<file path="src/rtl/fan_duty_ramp.sv">
// Fan duty generator: buttons select a speed level and breeze mode, and the
// 9-bit PWM duty slews toward the resulting target one step per prescaler tick.
module fan_duty_ramp #(
    parameter int RAMP_DIV    = 195_312,
    parameter int DUTY_L1     = 170,
    parameter int DUTY_L2     = 340,
    parameter int DUTY_L3     = 511,
    parameter int BREEZE_HOLD = 300_000_000
) (
    input  logic       clk,
    input  logic       reset_p,
    input  logic       btn_speed,
    input  logic       btn_off,
    input  logic       btn_breeze,
    output logic [8:0] duty,
    output logic [1:0] level,
    output logic       breeze_on,
    output logic       busy
);
    localparam int PW = $clog2(RAMP_DIV + 1);
    localparam int CW = $clog2(BREEZE_HOLD + 1);

    typedef enum logic [1:0] {IDLE, RAMP, HOLD, DWELL} state_t;

    state_t          state, state_n;
    logic [PW-1:0]   prescaler;
    logic [CW-1:0]   dwell_cnt;
    logic            phase_high;
    logic [1:0]      level_prev;
    logic [8:0]      level_target, target;
    logic            tick, breeze_act, breeze_dwell, dwell_clr, dwell_done;

    assign tick         = (prescaler == PW'(RAMP_DIV - 1));
    assign breeze_act   = !btn_off && !btn_speed && btn_breeze && (level != 2'd0);
    assign breeze_dwell = breeze_on && (level >= 2'd2);

    always_comb begin
        case (level)
            2'd0:    level_target = 9'd0;
            2'd1:    level_target = 9'(DUTY_L1);
            2'd2:    level_target = 9'(DUTY_L2);
            default: level_target = 9'(DUTY_L3);
        endcase
        target = (breeze_dwell && !phase_high) ? 9'(DUTY_L1) : level_target;
    end

    assign busy = (duty != target);

    always_ff @(posedge clk or posedge reset_p) begin
        if (reset_p) begin
            level      <= 2'd0;
            level_prev <= 2'd0;
            breeze_on  <= 1'b0;
            phase_high <= 1'b1;
        end else begin
            level_prev <= level;
            if (btn_off) begin
                level     <= 2'd0;
                breeze_on <= 1'b0;
            end else if (btn_speed) begin
                level <= level + 2'd1;
                if (level == 2'd3)
                    breeze_on <= 1'b0;
            end else if (breeze_act) begin
                breeze_on <= !breeze_on;
            end
            // A breeze toggle restarts the cycle on the high side even if a dwell expires now
            if (breeze_act)
                phase_high <= 1'b1;
            else if (dwell_done)
                phase_high <= !phase_high;
        end
    end

    always_ff @(posedge clk or posedge reset_p) begin
        if (reset_p) begin
            prescaler <= '0;
            duty      <= 9'd0;
        end else begin
            prescaler <= tick ? '0 : prescaler + PW'(1);
            if (tick) begin
                if (duty < target)
                    duty <= duty + 9'd1;
                else if (duty > target)
                    duty <= duty - 9'd1;
            end
        end
    end

    always_ff @(posedge clk or posedge reset_p) begin
        if (reset_p) begin
            state     <= IDLE;
            dwell_cnt <= '0;
        end else begin
            state <= state_n;
            if (dwell_clr || dwell_done)
                dwell_cnt <= '0;
            else if (state == DWELL)
                dwell_cnt <= dwell_cnt + CW'(1);
        end
    end

    always_comb begin
        state_n    = state;
        dwell_clr  = 1'b0;
        dwell_done = 1'b0;
        case (state)
            IDLE: begin
                if (target != duty)
                    state_n = RAMP;
            end
            RAMP: begin
                if (duty == target) begin
                    if (breeze_dwell) begin
                        state_n   = DWELL;
                        dwell_clr = 1'b1;
                    end else if (level == 2'd0 && duty == 9'd0) begin
                        state_n = IDLE;
                    end else begin
                        state_n = HOLD;
                    end
                end
            end
            HOLD: begin
                if (target != duty) begin
                    state_n = RAMP;
                end else if (breeze_dwell) begin
                    state_n   = DWELL;
                    dwell_clr = 1'b1;
                end
            end
            default: begin
                // Leaving breeze or changing level aborts the dwell without flipping phase
                if (!breeze_dwell || level != level_prev) begin
                    state_n = (target != duty) ? RAMP : HOLD;
                end else if (dwell_cnt == CW'(BREEZE_HOLD - 1)) begin
                    dwell_done = 1'b1;
                    state_n    = RAMP;
                end
            end
        endcase
    end
endmodule

</file>
<file path="config.mk">
export PLATFORM = sky130hd
export DESIGN_NAME = fan_duty_ramp
export DESIGN_NICKNAME = d
export VERILOG_FILES = /design/src/rtl/fan_duty_ramp.sv
export SDC_FILE = /design/constraint.sdc
export NUM_CORES = 1
export LEC_CHECK = 0
export ABC_AREA = 1
export BUFFER_PORTS_ARGS = -buffer_cell sky130_fd_sc_hd__buf_4
export CAP_MARGIN = 0
export CORE_ASPECT_RATIO = 0.5
export CORE_MARGIN = 2
export CORE_UTILIZATION = 35
export CTS_CLUSTER_SIZE = 8
export DETAILED_ROUTE_END_ITERATION = 16
export PLACE_DENSITY = 0.62
export SETUP_SLACK_MARGIN = 0.02
export SYNTH_ARGS = -nofsm -noshare
export SYNTH_HDL_FRONTEND = slang
export SYNTH_SLANG_ARGS = --single-unit
</file>
<file path="constraint.sdc">
create_clock -name clk -period 4 [get_ports clk]
set_clock_uncertainty 0.15 [all_clocks]
set_input_delay 0.4 -clock clk [delete_from_list [all_inputs] [get_ports clk]]
set_output_delay 0.4 -clock clk [all_outputs]
set_load 0.01 [all_outputs]
</file>
Yosys cells after proc, flatten, opt, wreduce, memory -nomap -nowiden:

Index checks and enable logic that the tools add are counted.

* output and inout bits: 13
* register bits: 64

* add/sub/neg operators: 5
* magnitude comparators: 3
* equal/unequal tests: 16
* reduce and logical (&&, ||, !) cells: 27
* multiplexer cells: 32

Operators with widths (count)
* $mux 29: 2
* $add 29x1->29 const B: 1
* $eq 29x29->1 const B: 1
* $mux 9: 3
* $pmux 9 s3: 1
* $mux 2: 11
* $add 18x1->18 const B: 1
* $eq 18x18->1 const B: 1
* $mux 18: 1
* $ne 9x9->1: 2
* $mux 1: 12
* $reduce_bool 2->1: 5
* $add 9x1->9 const B: 1
* $eq 9x9->1: 1
* $gt 9x9->1: 1
* $logic_not 9->1: 1
* $lt 9x9->1: 1
* $sub 9x1->9 const B: 1
* $eq 2x2->1 const B: 4
* $logic_and 1x1->1: 6
* $pmux 2 s3: 1
* $logic_not 1->1: 5
* $reduce_bool 5->1: 1
* $eq 2x1->1 const B: 2
* 13 further kinds: 17

Depth between registers and ports, before layout:

Gate-level depths: netlist of the first run.

* depth in word-level cells: 9
* depth in mapped cells: 25
* gate-level depth less buffers: 25

Worst setup path before layout of the first run:

No wires, ideal clock.

* path type: reg2reg
* from: reg level[0]
* to: reg duty[7]
* path slack: 0.417 ns
* period minus slack after synthesis: 3.583 ns
* setup time: 0.065 ns
* cell stages (with the launch flop): 24
* arrival time: 3.368 ns
* path through: dfrtp_1 > inv_1 > ha_1 > inv_1 > nand2_4 > nand3_4 > o21ai_0 > ha_1 > inv_1 > o21bai_1 > a21oi_1 > nand3_2 > ha_1 > nand3_1 > nand2_1 > a21oi_1 > o21ai_0 > nand2_1 > nand2_1 > nand2_1 > nand2_1 > xor2_1 > nand2_1 > nand2_1

* longest elaborated chain between the ends: 7
* elaborated cells between the ends (all ways): 13

Ends and longest elaborated chain
* start, declared: RTL line 16 `output logic [1:0] level,`
* start signal, assigned: RTL line 61 `level <= level + 2'd1;`
* $ge 2x2->1: RTL line 35 `assign breeze_dwell = breeze_on && (level >= 2'd2);`
* $logic_and 1x1->1: RTL line 35
* $logic_and 1x1->1: RTL line 44 `target = (breeze_dwell && !phase_high) ? 9'(DUTY_L1) : level_target;`
* $mux 9 *: RTL line 44
* $lt 9x9->1 or $gt 9x9->1 (tied branches): RTL line 82, 84
* $reduce_bool 2->1 (no line)
* $reduce_and 2->1 (no line)
* end signal, assigned: RTL line 83 `duty <= duty + 9'd1;`
* end signal, assigned: RTL line 85 `duty <= duty - 9'd1;`
* end, declared: RTL line 15 `output logic [8:0] duty,`

Every way passes the cells marked *; elsewhere a longest branch is shown, timed or not.
A chain may end at the register's enable or synchronous reset.

Worst setup path after layout of the first run:

Same ends and word-level chain as after synthesis.

==> results of run 1 <==
[cell usage after synthesis (4+ instances only)]
library cell / n
sky130_fd_sc_hd__nand2_1: 94
sky130_fd_sc_hd__inv_1: 81
sky130_fd_sc_hd__dfrtp_1: 63
sky130_fd_sc_hd__nor2_1: 55
sky130_fd_sc_hd__nand3_1: 39
sky130_fd_sc_hd__xor2_1: 26
sky130_fd_sc_hd__a21oi_1: 24
sky130_fd_sc_hd__ha_1: 22
sky130_fd_sc_hd__nand4_1: 21
sky130_fd_sc_hd__nor3_1: 19
sky130_fd_sc_hd__o21ai_0: 12
sky130_fd_sc_hd__nor4_1: 10
sky130_fd_sc_hd__nor2_2: 9
sky130_fd_sc_hd__o21ai_1: 6
sky130_fd_sc_hd__nand3_2: 5
sky130_fd_sc_hd__xnor2_1: 5
sky130_fd_sc_hd__inv_2: 4
sky130_fd_sc_hd__o21bai_1: 4
[cell type report]
class                   instances  area (um2)
multi-input cells             387        2280
clock buffers                   9         225
clock inverters                 7        72.6
repair buffers                 21         158
well taps                     165         206
flip-flops and latches         64        1600
fillers                      1262        6970
inverters                      86         324
[layer usage]
metal,vias up,GRT usage
met5,-,0
met4,0,0.0550
met3,10,0.0359
met2,39,0.256
met1,1647,0.181
li1,1839,-
[stage by stage]
| stage | power, mW | hold slack, ns | util |
|---|---|---|---|
| floorplan | 0.931 | 0.292 | - |
| global placement | 0.993 | 0.311 | 0.384 |
| detailed placement | 0.996 | 0.312 | 0.384 |
| CTS | 1.80 | 0.0396 | 0.409 |
| global route | 1.87 | 0.0683 | 0.411 |
| finish | 1.78 | 0.0106 | 0.411 |
[repair_timing]
action / CTS / global route
setup endpoints to repair: 0 / 3
gates resized for setup: 0 / 4
buffers inserted: 0 / 2
hold endpoints to repair: 0 / 0
[power by group through the flow]
stage	Sequential (mW)	Combinational, mW	Clock [mW]
after CTS	0.703	0.285	0.812
after global routing	0.709	0.326	0.838
after detailed placement	0.714	0.282	0
after floorplan	0.710	0.221	0
after global placement	0.713	0.280	0
final	0.703	0.283	0.789
[cell usage in the layout, fill, tap and decap left out, drive strengths merged, types with 10 or more instances in the layout]
master,netlist,final
inv,85,85
ha,22,22
nand2,100,100
buf,6,21
nand3,46,46
dfrtp,63,63
o21ai,21,21
nand4,21,21
nor4,10,10
nor2,67,67
nor3,21,21
a21oi,24,24
xor2,26,26
[final timing paths]
check	to	slack, ns	depth (start not counted)
setup / recovery	duty[7]	0.42	25
hold / removal	dwell_cnt[6]	0.01	2
setup reg to reg	duty[7]	0.42	25
hold reg to reg	prescaler[16]	0.32	1
max in group asynchronous	phase_high	2.76	3
min in group clk	level[1]	0.18	3
[kinds of logic (layout without fill, tap and decap cells)]
group | Yosys count | count (layout) | share of synthesized area
and+or+nand+nor | 272 | 272 | 0.317
buffers and inverters | 92 | 123 | 0.0880
AOI/OAI and AO/OA | 61 | 61 | 0.0842
DFF | 64 | 64 | 0.377
adders and majority gates | 23 | 23 | 0.0695
xor gates and xnor gates | 31 | 31 | 0.0639
[sequential cells by signal, indices dropped and copies added (netlist names)]
signal	cells
level	2
dwell_cnt	29
breeze_on	1
state	2
duty	9
level_prev	2
phase_high	1
prescaler	18
[worst max-delay path: stages (launching register included)]
cell and delay, ns:
sky130_fd_sc_hd__dfrtp_2 0.45, sky130_fd_sc_hd__inv_1 0.12, sky130_fd_sc_hd__ha_1 0.20, sky130_fd_sc_hd__inv_1 0.08, sky130_fd_sc_hd__nand2_4 0.08, sky130_fd_sc_hd__nand3_4 0.10, sky130_fd_sc_hd__o21ai_2 0.13, sky130_fd_sc_hd__ha_1 0.29
sky130_fd_sc_hd__inv_1 0.09, sky130_fd_sc_hd__o21bai_1 0.08, sky130_fd_sc_hd__nand2_1 0.08, sky130_fd_sc_hd__nand2_1 0.05, sky130_fd_sc_hd__nand2_1 0.08, sky130_fd_sc_hd__nand3_2 0.13, sky130_fd_sc_hd__ha_1 0.37, sky130_fd_sc_hd__nand3_1 0.09
sky130_fd_sc_hd__nand2_1 0.10, sky130_fd_sc_hd__a21oi_1 0.06, sky130_fd_sc_hd__o21ai_0 0.26, sky130_fd_sc_hd__nand2_1 0.08, sky130_fd_sc_hd__nand2_1 0.07, sky130_fd_sc_hd__nand2_1 0.05, sky130_fd_sc_hd__nand2_1 0.07, sky130_fd_sc_hd__xor2_1 0.14
sky130_fd_sc_hd__nand2_1 0.06, sky130_fd_sc_hd__nand2_1 0.05
==> metrics.log, run 1 <==
[metrics] run status: complete, no violations
[metrics] Sum Neg Setup Slack: 0 ns
[metrics] cell-internal power: 1.26 mW
[metrics] number of synthesis warnings: 0
[metrics] max-cap check violation count: 0
[metrics] post-placement worst setup slack: 0.185 ns
[metrics] detail-routed via count per cell: 4.78
[metrics] worst rel slew slack: 0.556
[metrics] share of final-layout standard cells stronger than drive strength 1: 0.134
[metrics] setup violators final: 0
[metrics] highest achievable clock rate: 0.279 GHz
[metrics] Longest Clk Path Bufs: 2
[metrics] worst voltage drop across the vdd grid: 0.177 mV
[metrics] sequential fraction of the synthesis area: 0.377
[metrics] first-pass GRT wire length: 15.5 mm
[metrics] type of element capturing the critical path: flip-flop
[metrics] total wire length: 8.99 mm
[metrics] die width: 160 um
[metrics] maximum number of pins on one net before global-route repair: 34
[metrics] Starting Density: 0.359
[metrics] signal arrival time at the worst endpoint: 3.71 ns
[metrics] placeable core area: 0.0118 mm2
[metrics] worst-skew pair later-pin latency: 0.34 ns
[metrics] First DRT Iteration DRCs: 108
[metrics] flip-flop and latch count after synthesis: 64
[metrics] clock edge transition at the registers on the reported setup and hold paths: 0.06 ns
[metrics] instance area after placement: 0.00455 mm2
[metrics] remaining global-route overflow: 0
[metrics] number of unique standard cell types used by synthesis: 44
[metrics] critical path launch point type: flip-flop
[metrics] count of hold buffers inserted by post-cts repair: 0
[metrics] largest driver fanout on the critical path: 7
[metrics] antenna violations before repair: 0
[metrics] number of nets in the layout: 597
[metrics] cells taking the most area after synthesis: sky130_fd_sc_hd__dfrtp_1, sky130_fd_sc_hd__nand2_1, sky130_fd_sc_hd__inv_1
[metrics] worst setup path category: reg -> reg
[metrics] Detailed Place HPWL: 6.59 mm
[metrics] Cell Count, Final, Fillers Out: 739
[metrics] setup repair after global routing missed its margin: no
[metrics] via count of the first global-routing pass: 3406
[metrics] DIE HEIGHT: 81.9 um
[metrics] Final ANT Viol Nets: 0
[metrics] crit share post-route: 0.895
[metrics] CTS Buf Count: 9
[metrics] top-level I/O count: 18
[metrics] WP data required: 4.13 ns
[metrics] number of nets in the synthesized netlist: 571
[metrics] transition time of the tightest slew-check pin: 0.665 ns
[metrics] worst hold path class: in -> async
[metrics] met1 wire length: 4.41 mm
[metrics] minimum clock period after layout: 3.58 ns
[metrics] share of total power in sequential cells: 0.396
[metrics] RePlAce Congestion: 0.898
[metrics] post-synthesis to final-layout area growth: 14.6%
[metrics] H-tree depth reported by CTS: 3
[metrics] Setup WS post-layout: 0.420 ns
[metrics] sw power: 512 uW
[metrics] average cell area after synthesis: 7.83 um2
[metrics] CTS tree: done
[metrics] proportion of power drawn by combinational gates: 0.159
[metrics] via count: 3535
[metrics] RR Startpoint: level[0]
[metrics] clock net sink count: 64
[metrics] Post-synth EDFFs: 0
[metrics] total instance count after detailed placement: 721
[metrics] share of async-settable or async-resettable flops after synthesis: 1.00
[metrics] Synth Cell Area: 0.00425 mm2
[metrics] clock network fraction of design power: 0.445
[metrics] Remaining DRCs: 0
[metrics] met2 WL post-DR: 4.15 mm
[metrics] 1st-pass router iterations: 7
[metrics] post-synthesis cell type with the largest combined area: sky130_fd_sc_hd__dfrtp_1
[metrics] number of port buffers: 17
[metrics] WL/cell: 12.2 um
[metrics] antenna cells: 0
[metrics] Post-synth top flop: sky130_fd_sc_hd__dfrtp_1
[metrics] Critical Path Source: level[0]
[metrics] post-route cell area: 0.00487 mm2
[metrics] area share of the leading cell type in the synthesized netlist: 0.371
[metrics] clock root buffer: sky130_fd_sc_hd__clkbuf_16
[metrics] count of pins over their slew limit: 0
[metrics] Lkg Pwr: 2.26 nW
[metrics] top routing layer in use: met4
[metrics] Std-Cell Rows: 28
[metrics] Tot GR Track Use: 0.147
[metrics] detailed route wirelength on metal3: 308 um
[metrics] synthesized instance count: 543
[metrics] total die area: 0.0131 mm2
[metrics] number of hold violations in the final report: 0
[metrics] switching share of power: 0.288
[metrics] total power per unit cell area: 364 mW/mm2
(Power assumes the default switching activity.)
==> run 2, diff against run 1 <==
- CORE_ASPECT_RATIO: 0.5 -> 0.8
- CTS_CLUSTER_SIZE: 8 -> 20
==> metrics.log, run 2 (synthesized netlist as in run 1, its figures left out) <==
[metrics] worst voltage drop across the vdd grid: 0.204 mV (+15%)
[metrics] Tot GR Track Use: 0.151 (+0.00413)
[metrics] Longest Clk Path Bufs: 2 (unchanged)
[metrics] setup violators final: 0 (unchanged)
[metrics] transition time of the tightest slew-check pin: 0.889 ns (+0.224 ns)
[metrics] total wire length: 9.39 mm (+4.4%)
[metrics] post-placement worst setup slack: 0.0774 ns (-0.108 ns)
[metrics] worst-skew pair later-pin latency: 0.32 ns (-0.02 ns)
[metrics] max-cap check violation count: 0 (unchanged)
[metrics] registers with the most flip-flops: dwell_cnt (29), prescaler (18), duty (9)
[metrics] minimum clock period after layout: 3.66 ns (+0.0761 ns)
[metrics] clock net sink count: 64 (unchanged)
[metrics] clock edge transition at the registers on the reported setup and hold paths: 0.06 ns (about the same)
[metrics] DIE HEIGHT: 103 um (+25%)
[metrics] flip-flop count of the largest register, all copies and words added: 29 (unchanged)
[metrics] H-tree depth reported by CTS: 3 (unchanged)
[metrics] number of hold violations in the final report: 0 (unchanged)
[metrics] Remaining DRCs: 0 (unchanged)
[metrics] Starting Density: 0.364 (+0.00457)
[metrics] most flop-heavy register: dwell_cnt
[metrics] antenna cells: 0 (unchanged)
[metrics] Std-Cell Rows: 35 (+25%)
[metrics] capturing point of the worst reg2reg path: duty[7]
[metrics] via count: 3643 (+3.1%)
[metrics] total power per unit cell area: 381 mW/mm2 (+4.5%)
[metrics] Lkg Pwr: 2.28 nW (+1.1%)
[metrics] placeable core area: 0.0117 mm2 (-1.3%)
[metrics] Final ANT Viol Nets: 0 (unchanged)
[metrics] number of port buffers: 17 (unchanged)
[metrics] Layout Utilization: 0.416 (+0.00470)
[metrics] run status: complete, no violations
[metrics] Setup WS post-layout: 0.344 ns (-0.0761 ns)
[metrics] post-synthesis to final-layout area growth: 14.5%
[metrics] WP data required: 4.11 ns (-0.02 ns)
[metrics] CTS Buf Count: 9 (unchanged)
[metrics] WL/cell: 13.0 um (+7.2%)
[metrics] share of final-layout standard cells stronger than drive strength 1: 0.128 (-0.00652)
[metrics] FILL cells: 1125 (-11%)
[metrics] RR Startpoint: level[0]
[metrics] count of pins over their slew limit: 0 (unchanged)
[metrics] setup repair after global routing missed its margin: no
[metrics] Power Total: 1.85 mW (+4.4%)
[metrics] Sum Neg Setup Slack: 0 ns (unchanged)
[metrics] worst hold path class: in -> async
[metrics] first-pass GRT wire length: 16.1 mm (+3.8%)
[metrics] die width: 127 um (-20%)
[metrics] total instance count after detailed placement: 704 (-2.4%)
[metrics] R2R setup slack: 0.34 ns (-0.08 ns)
[metrics] most common library cell in the layout ignoring fill and taps: sky130_fd_sc_hd__nand2_1
[metrics] First DRT Iteration DRCs: 269 (+150%)
[metrics] detail-routed via count per cell: 5.06 (+5.8%)
[metrics] worst rel slew slack: 0.406 (-0.150)
[metrics] highest achievable clock rate: 0.273 GHz (-2.1%)
[metrics] via count of the first global-routing pass: 3476 (+2.1%)
[metrics] Cell Count, Final, Fillers Out: 720 (-2.6%)
[metrics] worst setup path category: reg -> reg
[metrics] remaining global-route overflow: 0 (unchanged)
[metrics] largest driver fanout on the critical path: 7 (unchanged)
[metrics] RePlAce Congestion: 0.922 (+2.7%)
[metrics] maximum number of pins on one net before global-route repair: 43 (+26%)
[metrics] CTS tree: done
[metrics] count of hold buffers inserted by post-cts repair: 0 (unchanged)
[metrics] type of element capturing the critical path: flip-flop
[metrics] antenna violations before repair: 0 (unchanged)
[metrics] Detailed Place HPWL: 6.89 mm (+4.6%)
[metrics] signal arrival time at the worst endpoint: 3.77 ns (+0.06 ns)
[metrics] top-level I/O count: 18 (unchanged)
[metrics] number of nets in the layout: 596 (-0.17%)
[metrics] clock root buffer: sky130_fd_sc_hd__clkbuf_16
[metrics] most used cells in the layout excluding fill and tap cells: sky130_fd_sc_hd__nand2_1, sky130_fd_sc_hd__inv_1, sky130_fd_sc_hd__dfrtp_1
[metrics] total die area: 0.0130 mm2 (-0.36%)
[metrics] 1st-pass router iterations: 5 (-2)
[metrics] critical path launch point type: flip-flop
[metrics] Worst R2R Path Depth: 23 (-8.0%)
[metrics] crit share post-route: 0.914 (+0.0190)
-- run 2: area by class of cell --
type | instances | area (um2) | share of cell area
Timing Repair Buffer | 20 | 150 | 0.0309
Sequential cell | 64 | 1600 | 0.329
Inverter | 86 | 324 | 0.0666
Tap cell | 148 | 185 | 0.0381
Clock inverter | 3 | 65.1 | 0.0134
Clock buffer | 12 | 256 | 0.0527
Multi-Input combinational cell | 387 | 2280 | 0.469
-- run 2: how the worst max path moves through the flow --
stage | startpoint | to | slack (ns)
4_1_cts | level[0] | duty[7] | 0.04
3_3_place_gp | level[0] | duty[7] | 0.26
2_1_floorplan | level[0] | duty[7] | 0.42
5_1_grt | level[0] | duty[8] | 0.04
3_5_place_dp | level[0] | duty[7] | 0.08
6_report | level[0] | duty[7] | 0.34
-- run 2: critical path, cell delays in order (launching register included) --
cell	delay [ns]
sky130_fd_sc_hd__dfrtp_1	0.46
sky130_fd_sc_hd__inv_1	0.12
sky130_fd_sc_hd__ha_1	0.23
sky130_fd_sc_hd__inv_1	0.10
sky130_fd_sc_hd__nand2_4	0.07
sky130_fd_sc_hd__nand3_4	0.10
sky130_fd_sc_hd__o21ai_2	0.11
sky130_fd_sc_hd__ha_1	0.33
sky130_fd_sc_hd__inv_1	0.11
sky130_fd_sc_hd__o21bai_1	0.10
sky130_fd_sc_hd__a21oi_2	0.19
sky130_fd_sc_hd__nand3_2	0.15
sky130_fd_sc_hd__ha_1	0.38
sky130_fd_sc_hd__nand3_1	0.09
sky130_fd_sc_hd__nand2_1	0.10
sky130_fd_sc_hd__a21oi_1	0.07
sky130_fd_sc_hd__o21ai_1	0.22
sky130_fd_sc_hd__nand2_1	0.08
sky130_fd_sc_hd__nand2_1	0.06
sky130_fd_sc_hd__nand2_1	0.05
sky130_fd_sc_hd__nand2_1	0.07
sky130_fd_sc_hd__xor2_1	0.15
sky130_fd_sc_hd__nand2_1	0.07
sky130_fd_sc_hd__nand2_1	0.06
-- run 2: where the power goes --
| part | internal (mW) | switching (mW) | total [mW] |
|---|---|---|---|
| Combinational | 0.107 | 0.182 | 0.289 |
| Clock | 0.575 | 0.284 | 0.859 |
| Sequential | 0.676 | 0.0279 | 0.704 |
-- run 2: layer usage --
| metal | GRT usage | up-vias | share of wire | wire length, um |
|---|---|---|---|---|
| met4 | 0.0423 | 0 | 0.015 | 145 |
| met2 | 0.243 | 85 | 0.43 | 4000 |
| met5 | 0 | - | 0 | 0 |
| met1 | 0.215 | 1698 | 0.52 | 4890 |
| li1 | - | 1845 | - | - |
| met3 | 0.0223 | 15 | 0.037 | 352 |
-- run 2: what timing repair did --
| action | in CTS | in global routing |
|---|---|---|
| buffers inserted | 0 | 1 |
| resized for setup | 0 | 4 |
| setup endpoints to repair | 0 | 4 |
-- run 2: stage by stage --
step	area, um2	hold WS [ns]
after floorplan	4250	0.292
after detailed placement	4530	0.316
after global placement	4530	0.307
final	4860	0.125
after CTS	4850	0.160
after global routing	4860	0.214
==> run 3, diff against run 2 <==
- CORE_UTILIZATION: 35 -> 62
- PLACE_DENSITY: 0.62 -> 0.92
- clock period: 4 -> 4.1 ns (I/O delays scaled with it)
==> metrics.log, run 3 (synthesized netlist as in run 1, its figures left out) <==
[metrics] run status: complete, no violations
[metrics] top-level I/O count: 18 (unchanged)
[metrics] most flop-heavy register: dwell_cnt
[metrics] type of element capturing the critical path: flip-flop
[metrics] Longest Clk Path Bufs: 2 (unchanged)
[metrics] total power per unit cell area: 326 mW/mm2 (-14%)
[metrics] minimum clock period after layout: 3.78 ns (+0.123 ns)
[metrics] count of cells resized by post-cts repair: 0 (unchanged)
[metrics] kind of cell adding the most delay to the critical path: compound AO/OA/AOI/OAI gates
[metrics] clock root buffer: sky130_fd_sc_hd__clkbuf_8
[metrics] placeable core area: 0.00651 mm2 (-44%)
[metrics] clock network fraction of design power: 0.361 (-0.103)
[metrics] Layout Utilization: 0.715 (+0.299)
[metrics] most used cells in the layout excluding fill and tap cells: sky130_fd_sc_hd__nand2_1, sky130_fd_sc_hd__inv_1, sky130_fd_sc_hd__dfrtp_1
[metrics] share of total power in sequential cells: 0.452 (+0.072)
[metrics] die width: 96.6 um (-24%)
[metrics] slowest cell on the critical path: sky130_fd_sc_hd__dfrtp_2
[metrics] total wire length: 9.70 mm (+3.4%)
[metrics] worst voltage drop across the vdd grid: 0.237 mV (+16%)
[metrics] Remaining DRCs: 0 (unchanged)
[metrics] antenna cells: 0 (unchanged)
[metrics] Starting Density: 0.653 (+0.290)
[metrics] registers with the most flip-flops: dwell_cnt (29), prescaler (18), duty (9)
[metrics] crit share post-route: 0.922 (+0.00774)
[metrics] first-pass GRT wire length: 16.9 mm (+4.6%)
[metrics] 1st-pass router iterations: 5 (unchanged)
[metrics] signal arrival time at the worst endpoint: 3.88 ns (+0.11 ns)
[metrics] critical-path cell list: inv_1 -> ha_1 -> inv_1 -> nand2_4 -> nand3_4 -> o21ai_2 -> ha_1 -> inv_1 -> a21oi_1 -> a21oi_1 -> nand3_4 -> ha_1 -> a21oi_1 -> nand2_1 -> a21oi_1 -> o21ai_1 -> nand2_1 -> nand2_1 -> nand2_1 -> nand2_1 -> xor2_1 -> nand2_1 -> nand2_1
[metrics] Setup WS post-layout: 0.320 ns (-0.0231 ns)
[metrics] WP data required: 4.20 ns (+0.09 ns)
[metrics] DIE HEIGHT: 78.1 um (-24%)
[metrics] CTS Buf Count: 9 (unchanged)
[metrics] maximum number of pins on one net before global-route repair: 45 (+4.7%)
[metrics] FILL cells: 495 (-56%)
[metrics] Std-Cell Rows: 26 (-26%)
[metrics] Sum Neg Setup Slack: 0 ns (unchanged)
[metrics] number of nets in the layout: 594 (-0.34%)
[metrics] CP max stage delay: 0.46 ns (about the same)
[metrics] Detailed Place HPWL: 7.05 mm (+2.3%)
[metrics] RePlAce Congestion: 0.947 (+2.7%)
[metrics] via count of the first global-routing pass: 3722 (+7.1%)
[metrics] clock edge transition at the registers on the reported setup and hold paths: 0.08 ns (+0.02 ns)
[metrics] total die area: 0.00754 mm2 (-42%)
[metrics] Power Total: 1.52 mW (-18%)
[metrics] post-synthesis to final-layout area growth: 9.39%
[metrics] worst rel slew slack: 0.407 (+0.000801)
[metrics] worst setup path category: reg -> reg
[metrics] Tot GR Track Use: 0.283 (+0.132)
[metrics] Final ANT Viol Nets: 0 (unchanged)
[metrics] worst-skew pair later-pin latency: 0.35 ns (+0.03 ns)
[metrics] setup repair after global routing missed its margin: no
[metrics] sequential cell area: 0.00160 mm2 (about the same)
[metrics] worst hold path class: in -> async
[metrics] largest driver fanout on the critical path: 11 (+4)
[metrics] via count: 3862 (+6.0%)
[metrics] transition time of the tightest slew-check pin: 0.888 ns (-0.00120 ns)
[metrics] sw power: 475 uW (-3.7%)
[metrics] share of final-layout standard cells stronger than drive strength 1: 0.128 (+0.000224)
[metrics] max-cap check violation count: 0 (unchanged)
[metrics] detail-routed via count per cell: 5.90 (+17%)
[metrics] number of buffers and inverters on the critical path: 3 (unchanged)
[metrics] switching share of power: 0.313 (+0.0467)
[metrics] flip-flop count of the largest register, all copies and words added: 29 (unchanged)
[metrics] number of port buffers: 17 (unchanged)
[metrics] count of pins over their slew limit: 0 (unchanged)
[metrics] critical path launch point type: flip-flop
[metrics] most common cell type on the critical path: sky130_fd_sc_hd__nand2_1
[metrics] remaining global-route overflow: 0 (unchanged)
[metrics] clock net sink count: 64 (unchanged)
[metrics] most common library cell in the layout ignoring fill and taps: sky130_fd_sc_hd__nand2_1
[metrics] setup violators final: 0 (unchanged)
[metrics] cell-internal power: 1.04 mW (-23%)
[metrics] post-placement worst setup slack: 0.0810 ns (+0.00354 ns)
[metrics] count of hold buffers inserted by post-cts repair: 0 (unchanged)
[metrics] H-tree depth reported by CTS: 3 (unchanged)
[metrics] antenna violations before repair: 0 (unchanged)
[metrics] proportion of power drawn by combinational gates: 0.186 (+0.030)
[metrics] CTS tree: done
[metrics] area of the multi-input gates: 0.00228 mm2 (+0.16%)
[metrics] number of hold violations in the final report: 0 (unchanged)
[metrics] Lkg Pwr: 2.21 nW (-3.3%)
[metrics] number of buffers added for setup after CTS: 0 (unchanged)
[metrics] WL/cell: 14.8 um (+14%)
[metrics] Post-Route Hold Slack: 0.101 ns (-0.0235 ns)
[metrics] highest achievable clock rate: 0.265 GHz (-3.3%)
[metrics] First DRT Iteration DRCs: 273 (+1.5%)
-- run 3: path summary, 6_finish.rpt --
| check | from | to | slack, ns | cells past startpoint |
|---|---|---|---|---|
| worst max-delay path | level[0] | duty[7] | 0.32 | 23 |
| worst min-delay path | reset_p | dwell_cnt[16] | 0.10 | 2 |
| worst max register to register | level[0] | duty[7] | 0.32 | 23 |
| worst min register to register | level[0] | level_prev[0] | 0.34 | 0 |
| max in group asynchronous | reset_p | phase_high | 2.81 | 3 |
| min in group clk | btn_speed | level[0] | 0.17 | 3 |
-- run 3: power groups by stage --
stage	registers (mW)	logic, mW	clock network [mW]
floorplan	0.693	0.215	0
global placement	0.696	0.261	0
detailed placement	0.698	0.277	0
CTS	0.686	0.280	0.557
global route	0.691	0.322	0.580
finish	0.686	0.283	0.549
-- run 3: cell type report --
| cell class | count | area share |
|---|---|---|
| flip-flops and latches | 64 | 0.345 |
| repair buffers | 18 | 0.0291 |
| inverters | 86 | 0.0697 |
| clock inverters | 7 | 0.0156 |
| multi-input cells | 387 | 0.491 |
| clock buffers | 9 | 0.0266 |
| well taps | 84 | 0.0226 |
-- run 3: per-stage QoR --
stage                     instances  instance area [um2]
after floorplan                 543                 4250
after global placement          639                 4440
after detailed placement        639                 4440
after CTS                       655                 4640
after global routing            655                 4650
final                           655                 4650
-- run 3: per-layer routing --
layer  vias up  global-route usage  part of all wire  wire length [um]
li1       1833                   -                 -                 -
met2       184               0.444              0.47              4530
met1      1824               0.394              0.45              4350
met4         0              0.0901             0.013               123
met3        21              0.0595             0.072               703
met5         -                   0                 0                 0
